[src/rtl/hazard_ctrl.sv]
// Hazard and sequencing controller for the 5-stage RV32IM pipeline: stall/bubble/flush
// generation, EX operand forwarding selects and multi-cycle divide sequencing.
module hazard_ctrl #(
  parameter int MDU_LAT = 8
) (
  input  logic       clk,
  input  logic       rst,
  input  logic       id_valid,
  input  logic [6:0] id_opcode,
  input  logic [2:0] id_func3,
  input  logic [1:0] id_func7,
  input  logic [4:0] id_rs1_index,
  input  logic [4:0] id_rs2_index,
  input  logic [4:0] id_rd_index,
  input  logic       ex_branch_taken,
  input  logic       mem_wait,
  output logic       stall_if,
  output logic       stall_id,
  output logic       stall_ex,
  output logic       flush_id,
  output logic       bubble_ex,
  output logic       bubble_mem,
  output logic [1:0] fwd_rs1_sel,
  output logic [1:0] fwd_rs2_sel,
  output logic       load_use,
  output logic       mdu_busy
);

  localparam int CW = $clog2(MDU_LAT) + 1;

  localparam logic [6:0] OP_R      = 7'b0110011;
  localparam logic [6:0] OP_I_ALU  = 7'b0010011;
  localparam logic [6:0] OP_LOAD   = 7'b0000011;
  localparam logic [6:0] OP_STORE  = 7'b0100011;
  localparam logic [6:0] OP_BRANCH = 7'b1100011;
  localparam logic [6:0] OP_JAL    = 7'b1101111;
  localparam logic [6:0] OP_JALR   = 7'b1100111;
  localparam logic [6:0] OP_LUI    = 7'b0110111;
  localparam logic [6:0] OP_AUIPC  = 7'b0010111;
  localparam logic [6:0] OP_SYSTEM = 7'b1110011;

  logic          id_reads_rs1, id_reads_rs2, id_writes_rd, id_is_load, id_is_div;
  logic          ex_valid, ex_regwrite, ex_is_load;
  logic [4:0]    ex_rs1, ex_rs2, ex_rd;
  logic          mem_valid, mem_regwrite, mem_is_load;
  logic [4:0]    mem_rd;
  logic          wb_valid, wb_regwrite;
  logic [4:0]    wb_rd;
  logic [CW-1:0] cnt;
  logic          lu_hazard, div_enter, mem_fwd_ok, wb_fwd_ok;
  logic          unused_bits;

  assign unused_bits = ^{id_func3[1:0], id_func7[1]};

  always_comb begin
    id_reads_rs1 = 1'b0;
    id_reads_rs2 = 1'b0;
    id_writes_rd = 1'b0;
    id_is_load   = 1'b0;
    case (id_opcode)
      OP_R:      begin id_reads_rs1 = 1'b1; id_reads_rs2 = 1'b1; id_writes_rd = 1'b1; end
      OP_I_ALU:  begin id_reads_rs1 = 1'b1; id_writes_rd = 1'b1; end
      OP_LOAD:   begin id_reads_rs1 = 1'b1; id_writes_rd = 1'b1; id_is_load = 1'b1; end
      OP_STORE:  begin id_reads_rs1 = 1'b1; id_reads_rs2 = 1'b1; end
      OP_BRANCH: begin id_reads_rs1 = 1'b1; id_reads_rs2 = 1'b1; end
      OP_JALR:   begin id_reads_rs1 = 1'b1; id_writes_rd = 1'b1; end
      OP_JAL, OP_LUI, OP_AUIPC: id_writes_rd = 1'b1;
      // Immediate CSR forms (func3[2]=1) take a zimm, not rs1.
      OP_SYSTEM: begin id_reads_rs1 = ~id_func3[2]; id_writes_rd = 1'b1; end
      default: ;
    endcase
  end

  assign id_is_div = (id_opcode == OP_R) && id_func7[0] && id_func3[2];

  assign lu_hazard = ex_valid && ex_is_load && (ex_rd != 5'd0) && id_valid &&
                     ((id_reads_rs1 && (id_rs1_index == ex_rd)) ||
                      (id_reads_rs2 && (id_rs2_index == ex_rd)));

  always_comb begin
    stall_if   = 1'b0;
    stall_id   = 1'b0;
    stall_ex   = 1'b0;
    flush_id   = 1'b0;
    bubble_ex  = 1'b0;
    bubble_mem = 1'b0;
    load_use   = 1'b0;
    if (rst) begin
    end else if (mem_wait) begin
      stall_if = 1'b1;
      stall_id = 1'b1;
      stall_ex = 1'b1;
    end else if (cnt != '0) begin
      stall_if   = 1'b1;
      stall_id   = 1'b1;
      stall_ex   = 1'b1;
      bubble_mem = 1'b1;
    end else if (ex_branch_taken && ex_valid) begin
      flush_id  = 1'b1;
      bubble_ex = 1'b1;
    end else if (lu_hazard) begin
      stall_if  = 1'b1;
      stall_id  = 1'b1;
      bubble_ex = 1'b1;
      load_use  = 1'b1;
    end
  end

  assign mdu_busy = (cnt != '0);

  // Loads still in MEM have no data yet, so only WB may forward them.
  assign mem_fwd_ok  = mem_valid && mem_regwrite && !mem_is_load && (mem_rd != 5'd0);
  assign wb_fwd_ok   = wb_valid && wb_regwrite && (wb_rd != 5'd0);
  assign fwd_rs1_sel = (mem_fwd_ok && (mem_rd == ex_rs1)) ? 2'b01 :
                       (wb_fwd_ok  && (wb_rd  == ex_rs1)) ? 2'b10 : 2'b00;
  assign fwd_rs2_sel = (mem_fwd_ok && (mem_rd == ex_rs2)) ? 2'b01 :
                       (wb_fwd_ok  && (wb_rd  == ex_rs2)) ? 2'b10 : 2'b00;

  assign div_enter = !mem_wait && !stall_ex && id_valid && !bubble_ex && id_is_div;

  always_ff @(posedge clk or posedge rst) begin
    if (rst) begin
      ex_valid     <= 1'b0;
      ex_regwrite  <= 1'b0;
      ex_is_load   <= 1'b0;
      ex_rs1       <= 5'd0;
      ex_rs2       <= 5'd0;
      ex_rd        <= 5'd0;
      mem_valid    <= 1'b0;
      mem_regwrite <= 1'b0;
      mem_is_load  <= 1'b0;
      mem_rd       <= 5'd0;
      wb_valid     <= 1'b0;
      wb_regwrite  <= 1'b0;
      wb_rd        <= 5'd0;
      cnt          <= '0;
    end else begin
      // The divider keeps counting through memory waits.
      if (div_enter) begin
        cnt <= CW'(MDU_LAT - 1);
      end else if (cnt != '0) begin
        cnt <= cnt - CW'(1);
      end
      if (!mem_wait) begin
        wb_valid    <= mem_valid;
        wb_regwrite <= mem_regwrite;
        wb_rd       <= mem_rd;
        if (stall_ex) begin
          mem_valid <= 1'b0;
        end else begin
          mem_valid    <= ex_valid;
          mem_regwrite <= ex_regwrite;
          mem_is_load  <= ex_is_load;
          mem_rd       <= ex_rd;
          ex_valid     <= id_valid && !bubble_ex;
          ex_regwrite  <= id_writes_rd;
          ex_is_load   <= id_is_load;
          ex_rs1       <= id_rs1_index;
          ex_rs2       <= id_rs2_index;
          ex_rd        <= id_rd_index;
        end
      end
    end
  end

endmodule

[config.mk]
export PLATFORM = sky130hd
export DESIGN_NAME = hazard_ctrl
export DESIGN_NICKNAME = d
export VERILOG_FILES = /design/src/rtl/hazard_ctrl.sv
export SDC_FILE = /design/constraint.sdc
export NUM_CORES = 1
export LEC_CHECK = 0
export BUFFER_PORTS_ARGS = -buffer_cell sky130_fd_sc_hd__buf_2
export CAP_MARGIN = 10
export CORE_UTILIZATION = 54
export DETAILED_ROUTE_END_ITERATION = 10
export GPL_TIMING_DRIVEN = 0
export HOLD_SLACK_MARGIN = 0.12
export PLACE_DENSITY_LB_ADDON = 0.12
export SYNTH_ARGS = -nofsm -noshare
export SYNTH_HDL_FRONTEND = slang
export SYNTH_SLANG_ARGS = --single-unit
[constraint.sdc]
create_clock -name clk -period 2.2 [get_ports clk]
set_input_delay 0.44 -clock clk [delete_from_list [all_inputs] [get_ports clk]]
set_output_delay 0.44 -clock clk [all_outputs]
set_load 0.05 [all_outputs]
==> results of run 1 <==
state kept, by name (all words and copies together) (netlist names):
| signal | cells |
|---|---|
| cnt | 4 |
| ex_is_load | 1 |
| ex_rd | 5 |
| ex_regwrite | 1 |
| ex_rs1 | 5 |
| ex_rs2 | 5 |
| ex_valid | 1 |
| mem_is_load | 1 |
| mem_rd | 5 |
| mem_regwrite | 1 |
| mem_valid | 1 |
| wb_rd | 5 |
| wb_regwrite | 1 |
| wb_valid | 1 |
power groups by stage:
stage | Clock, µW | Sequential, µW | Combinational (µW)
global placement | 0 | 1290 | 1090
floorplan | 0 | 1200 | 958
CTS | 482 | 1250 | 1380
finish | 480 | 1260 | 1500
detailed placement | 0 | 1310 | 1150
global route | 507 | 1300 | 1620
cell type report:
type	count	area share
Buffer	5	0.01319
Clock inverter	3	0.006157
Tap cell	48	0.02111
Timing Repair Buffer	56	0.1350
Timing Repair inverter	1	0.001759
Multi-Input combinational cell	144	0.4626
Inverter	6	0.009235
Sequential cell	37	0.3267
Clock buffer	5	0.02419
stage by stage:
step	instance area, µm²	setup slack, ns
after floorplan	2236	-0.1124
after global placement	2496	-0.4277
after detailed placement	2496	-0.4441
after CTS	2760	-0.4092
after global routing	2845	-0.4588
final	2845	-0.3651
worst max-delay path by stage:
stage / startpoint / slack [ns] / end / cells past startpoint
4_1_cts: ex_rd[2] / -0.41 / stall_if / 9
2_1_floorplan: ex_rd[0] / -0.11 / stall_if / 6
5_1_grt: ex_rd[0] / -0.46 / stall_if / 8
3_3_place_gp: id_rs1_index[0] / -0.43 / stall_if / 8
3_5_place_dp: id_rs1_index[0] / -0.44 / stall_if / 8
6_report: ex_rd[0] / -0.37 / stall_if / 8
layer usage:
layer  global-route usage  wire [µm]  part of all wire
met2               0.4697       2685              0.51
met5                    0          0                 0
met1               0.3498       2369              0.45
met4              0.07222         79             0.015
met3              0.04401        141             0.027
logic make-up (layout without fill, tap and decap cells):
family	after synthesis	in the layout
AND/OR/NAND/NOR	57	57
flip-flops	37	37
XOR/XNOR	32	32
multiplexers	29	29
AO/OA/AOI/OAI	24	24
buffers and inverters	11	76
adder cells (fa/ha/maj)	2	2
placed cells by master (no fill, tap or decap), types with 2 or more instances in the layout:
cell type / n
nor2b_1: 3
clkinv_2: 2
xnor2_1: 10
o211ai_1: 3
o21ai_0: 5
a21oi_1: 4
clkbuf_8: 5
nand3_1: 5
nor2_1: 5
nor2_2: 3
nor4_4: 4
nand2_1: 13
dfrtp_1: 34
buf_4: 15
or4_4: 3
inv_2: 2
clkinvlp_4: 2
nor3_1: 3
buf_6: 11
inv_1: 3
xnor2_2: 3
buf_2: 34
dfrtp_2: 3
xor2_1: 18
nand4_1: 3
mux2_2: 29
nand2b_1: 3
timing repair:
item | 4_1_cts | 5_1_grt
setup buffers | 11 | 5
pin swaps | 5 | 11
hold endpoints to repair | 0 | 0
gates cloned | 1 | 0
endpoints found under the setup margin | 9 | 27
gates resized for setup | 25 | 15
==> flow_summary.ini, run 1 <==
[outcome]
outcome = finished, violations left
violations = setup timing

[pwr]
internal-power_uw = 1926
clockPowerShare = 0.148
peakVddDrop_v = 0.0006863
swShare = 0.4060
finalPower_uw = 3243
power_frac_seq = 0.390
total_leakage_power_uw = 0.001210
power_density_mw_per_mm2 = 1140
p_sw_uw = 1317
combPwrFrac = 0.462

[placed_design]
gp_congestion = 0.8348
port_buffers = 40
dp.cells = 280
hpwl_mm = 3.617

[cts]
htreeDepth = 2
clock_path_buffers = 2
hold_buffers = 0
cts_made_buffers = 5
cts_tree = done
clk_pin_slew_ns = 0.08
root_buffer = clkbuf_8
clk_latency_ns = 0.29
cts_sinks = 37

[routing]
wl_mm = 5.275
drt.antenna.violating_nets = 0
drc = 0
first_iter_violations = 45
wire_per_inst_um = 17.30
drt_pass1_iterations = 4
vias_per_cell = 5.725
vias = 1746

[sta]
setup_ws_ns = -0.3651
finalSetupViolations = 7
tns_ns = -1.695
slew_headroom = 0.3770
final_max_slew_viol_count = 0
fin_crit_sh = 1.166
period_needed_ns = 2.565
fmax_mhz = 389.8
fin_worst_skew_ns = 0.004353
holdWs_ns = 0.2308
hold_viol = 0
tightestPinTransition_ns = 0.9294
grt_setup_unrepaired = yes

[critical_path]
regToRegEndpoint = ex_rs2[2]
rr_worst_depth = 7
ff2ff_setup_slack_ns = 0.10
path_max_fanout = 4
cp_num_buf_inv = 3
cp_data_arrival_time_ns = 2.13
critPathCaptureType = output port
max_stage_delay_ns = 0.46
cp_top_family = compound AO/OA/AOI/OAI gates
cp_slowest_cell = dfrtp_2
required_ns = 1.76
start_kind = register
r2r-start = cnt[1]
crit_type = register to output port
path_cells = xor2_2 > nor4_2 > buf_4 > o2111a_2 > o211ai_1 > a21oi_4 > buf_6 > buf_8

[yosys]
postSynthAreaPerCell_um2 = 10.97
synth_edf_count = 0
synth_top_family_by_area = simple AND/OR/NAND/NOR gates
yosys-top-cells-area = dfrtp_1, mux2_2, xor2_1, xnor2_1, nand2_1
synth_compound_area_frac = 0.08017
yosys.area_share.adder = 0.01188
synth_seq_cells = 37
yosysMostFrequentCell = dfrtp_1
synth.area.mux_share = 0.1550
ys_types = 36
synth_warnings = 0
synth_top_area_share = 0.4394
synthSimpleGateAreaFrac = 0.1556
syn_area_mm2 = 0.002107
yosys-top-cells-count = dfrtp_1, mux2_2, xor2_1
ys_seq_area_frac = 0.4394
synth_xor_area_frac = 0.1330
async_flop_share = 1.000
syn-num-nets = 226
yosys.area.top_type = dfrtp_1
synthCells = 192
ys.flop_type = dfrtp_1

[min_path]
hp-class = input pin to asynchronous set/reset pin

[die]
start_util = 0.5712
fp.dieW_um = 64.47
die_area_mm2 = 0.004156
placementRows = 22
core_mm2 = 0.003689
io_pins = 44
fp.dieH_um = 64.47

[grt]
grt_first_pass_wirelength_mm = 8.521
antenna_found_initial = 0
grtUsageTotal = 0.2709
grt_pass1_vias = 1767
grt_max_degree = 20
overflow = 0

[final_layout]
final_core_util = 0.7714
nNetsFinal = 290
fin_cells = 305
drive_gt1_frac = 0.5136
syn_to_final_growth_pct = 35.04
multi_input_area_mm2 = 0.001316
fill_cells = 252
register_area_um2 = 929.6
diodes = 0

[job]
drv_cap = 0
Note: power is estimated with default switching activity, not from simulation.
==> run 2: changes to the inputs <==
--- a/config.mk
+++ b/config.mk
@@ -7,9 +7,9 @@
 export LEC_CHECK = 0
 export BUFFER_PORTS_ARGS = -buffer_cell sky130_fd_sc_hd__buf_2
 export CAP_MARGIN = 10
+export CORE_MARGIN = 2
 export CORE_UTILIZATION = 54
 export DETAILED_ROUTE_END_ITERATION = 10
-export GPL_TIMING_DRIVEN = 0
 export HOLD_SLACK_MARGIN = 0.12
 export PLACE_DENSITY_LB_ADDON = 0.12
 export SYNTH_ARGS = -nofsm -noshare
==> flow_summary.ini, run 2 (same netlist as run 1, synthesis figures left out) <==
[outcome]
outcome = finished, violations left
violations = setup timing

[die]
core_mm2 = 0.003716
io_pins = 44
fp.dieW_um = 66.47
fp.dieH_um = 66.47
die_area_mm2 = 0.004418
start_util = 0.5670
placementRows = 22

[job]
drv_cap = 0

[critical_path]
critPathCapture = stall_if
start_kind = register
regToRegEndpoint = cnt[3]
required_ns = 1.76
rr_worst_depth = 8
cp_data_arrival_time_ns = 2.15
crit_type = register to output port
cp_top_family = compound AO/OA/AOI/OAI gates
critPathCaptureType = output port
r2r-start = cnt[0]
worst-path-stages = 7
path_max_fanout = 4
path_cells = xor2_1 > nor4_2 > buf_4 > o2111a_2 > o211ai_1 > a21oi_4 > buf_6
cp_num_buf_inv = 2
cp_slowest_cell = dfrtp_2
ff2ff_setup_slack_ns = 0.06
critPathLaunch = ex_rd[3]
max_stage_delay_ns = 0.45

[grt]
antenna_found_initial = 0
grt_max_degree = 38
grt_pass1_vias = 1880
grtUsageTotal = 0.2630
overflow = 0
grt_first_pass_wirelength_mm = 8.556

[pwr]
power_density_mw_per_mm2 = 1143
peakVddDrop_v = 0.0007595
finalPower_uw = 3445
total_leakage_power_uw = 0.001333

[routing]
wl_mm = 5.728
vias = 1803
drt.antenna.violating_nets = 0
drc = 0
drt_pass1_iterations = 4
wire_per_inst_um = 17.73
vias_per_cell = 5.582
first_iter_violations = 86

[final_layout]
drive_gt1_frac = 0.5527
final_common_cell = buf_4
layout_common_cells = buf_4, dfrtp_1, buf_2
fin_area_mm2 = 0.003014
nNetsFinal = 308
fin_cells = 323
diodes = 0
syn_to_final_growth_pct = 43.05

[cts]
htreeDepth = 2
cts_sinks = 37
clock_path_buffers = 2
hold_buffers = 0
clk_latency_ns = 0.29
cts_tree = done
root_buffer = clkbuf_8
clk_pin_slew_ns = 0.07
cts_made_buffers = 5

[placed_design]
postPlaceCellArea_mm2 = 0.002700
port_buffers = 40
pre_cts_slack_ns = -0.3145
gp_congestion = 0.8882
hpwl_mm = 3.758
dp.cells = 305

[sta]
final_max_slew_viol_count = 0
slew_headroom = 0.6801
setup_ws_ns = -0.3862
grt_setup_unrepaired = yes
period_needed_ns = 2.586
tightestPinTransition_ns = 0.4798
fmax_mhz = 386.7
fin_worst_skew_ns = 0.003323
fin_crit_sh = 1.176
finalSetupViolations = 7
hold_viol = 0

[min_path]
hp-class = input pin to asynchronous set/reset pin
-- run 2: cell count changes in the layout (fill, tap and decap cells not counted), sizes merged --
cell / delta
clkinvlp: -2
buf: +19
clkbuf: +1
-- run 2: cell type report --
type | count | area, µm²
clock buffers | 6 | 72.57
clock inverters | 2 | 10.01
fillers | 227 | 701.9
inverters | 6 | 26.28
multi-input cells | 144 | 1344
flip-flops and latches | 37 | 928.4
well taps | 48 | 60.06
repair buffers | 80 | 573.1
-- run 2: power breakdown --
| part | leakage (µW) | switching (µW) | internal (µW) |
|---|---|---|---|
| Sequential | 0.000444 | 306 | 948 |
| Clock | 0.0000450 | 236 | 220 |
| Combinational | 0.000844 | 844 | 891 |
| Total | 0.00133 | 1390 | 2060 |
-- run 2: how the worst min path moves through the flow --
stage / start / end / cells after the start
2_1_floorplan: rst / cnt[0] / 1
3_3_place_gp: ex_regwrite / ex_regwrite / 2
3_5_place_dp: ex_regwrite / ex_regwrite / 2
4_1_cts: rst / ex_valid / 3
5_1_grt: id_rd_index[3] / ex_rd[3] / 2
6_report: rst / mem_is_load / 3
-- run 2: through the flow --
| step | util | setup TNS [ns] | hold slack, ns |
|---|---|---|---|
| 2_1_floorplan | - | -0.3986 | 0.4039 |
| 3_3_place_gp | 0.7266 | -0.9416 | 0.4800 |
| 3_5_place_dp | 0.7266 | -1.188 | 0.4631 |
| 4_1_cts | 0.7778 | -1.750 | 0.3753 |
| 5_1_grt | 0.8111 | -2.464 | 0.3874 |
| 6_report | 0.8111 | -1.854 | 0.3608 |
-- run 2: per-layer routing --
metal  vias up  wire length, µm  track usage
met5         -                0            0
met4         0              142      0.08673
met3        13              265      0.05068
met2        57             2966       0.4488
met1       877             2353       0.3348
li1        856                -            -
-- run 2: repair_timing --
action | 4_1_cts | 5_1_grt
setup endpoints to repair | 9 | 11
buffers inserted | 3 | 7
pin swaps | 11 | 12
gates resized for setup | 25 | 15
-- run 2: worst register-to-register path, delay by kind of cell, from the launching register on --
kind | cells | cell delay [ns]
DFF | 1 | 0.39
and+or+nand+nor | 2 | 0.47
adders and majority gates | 1 | 0.15
buffers and inverters | 2 | 0.32
AOI/OAI and AO/OA | 3 | 0.69
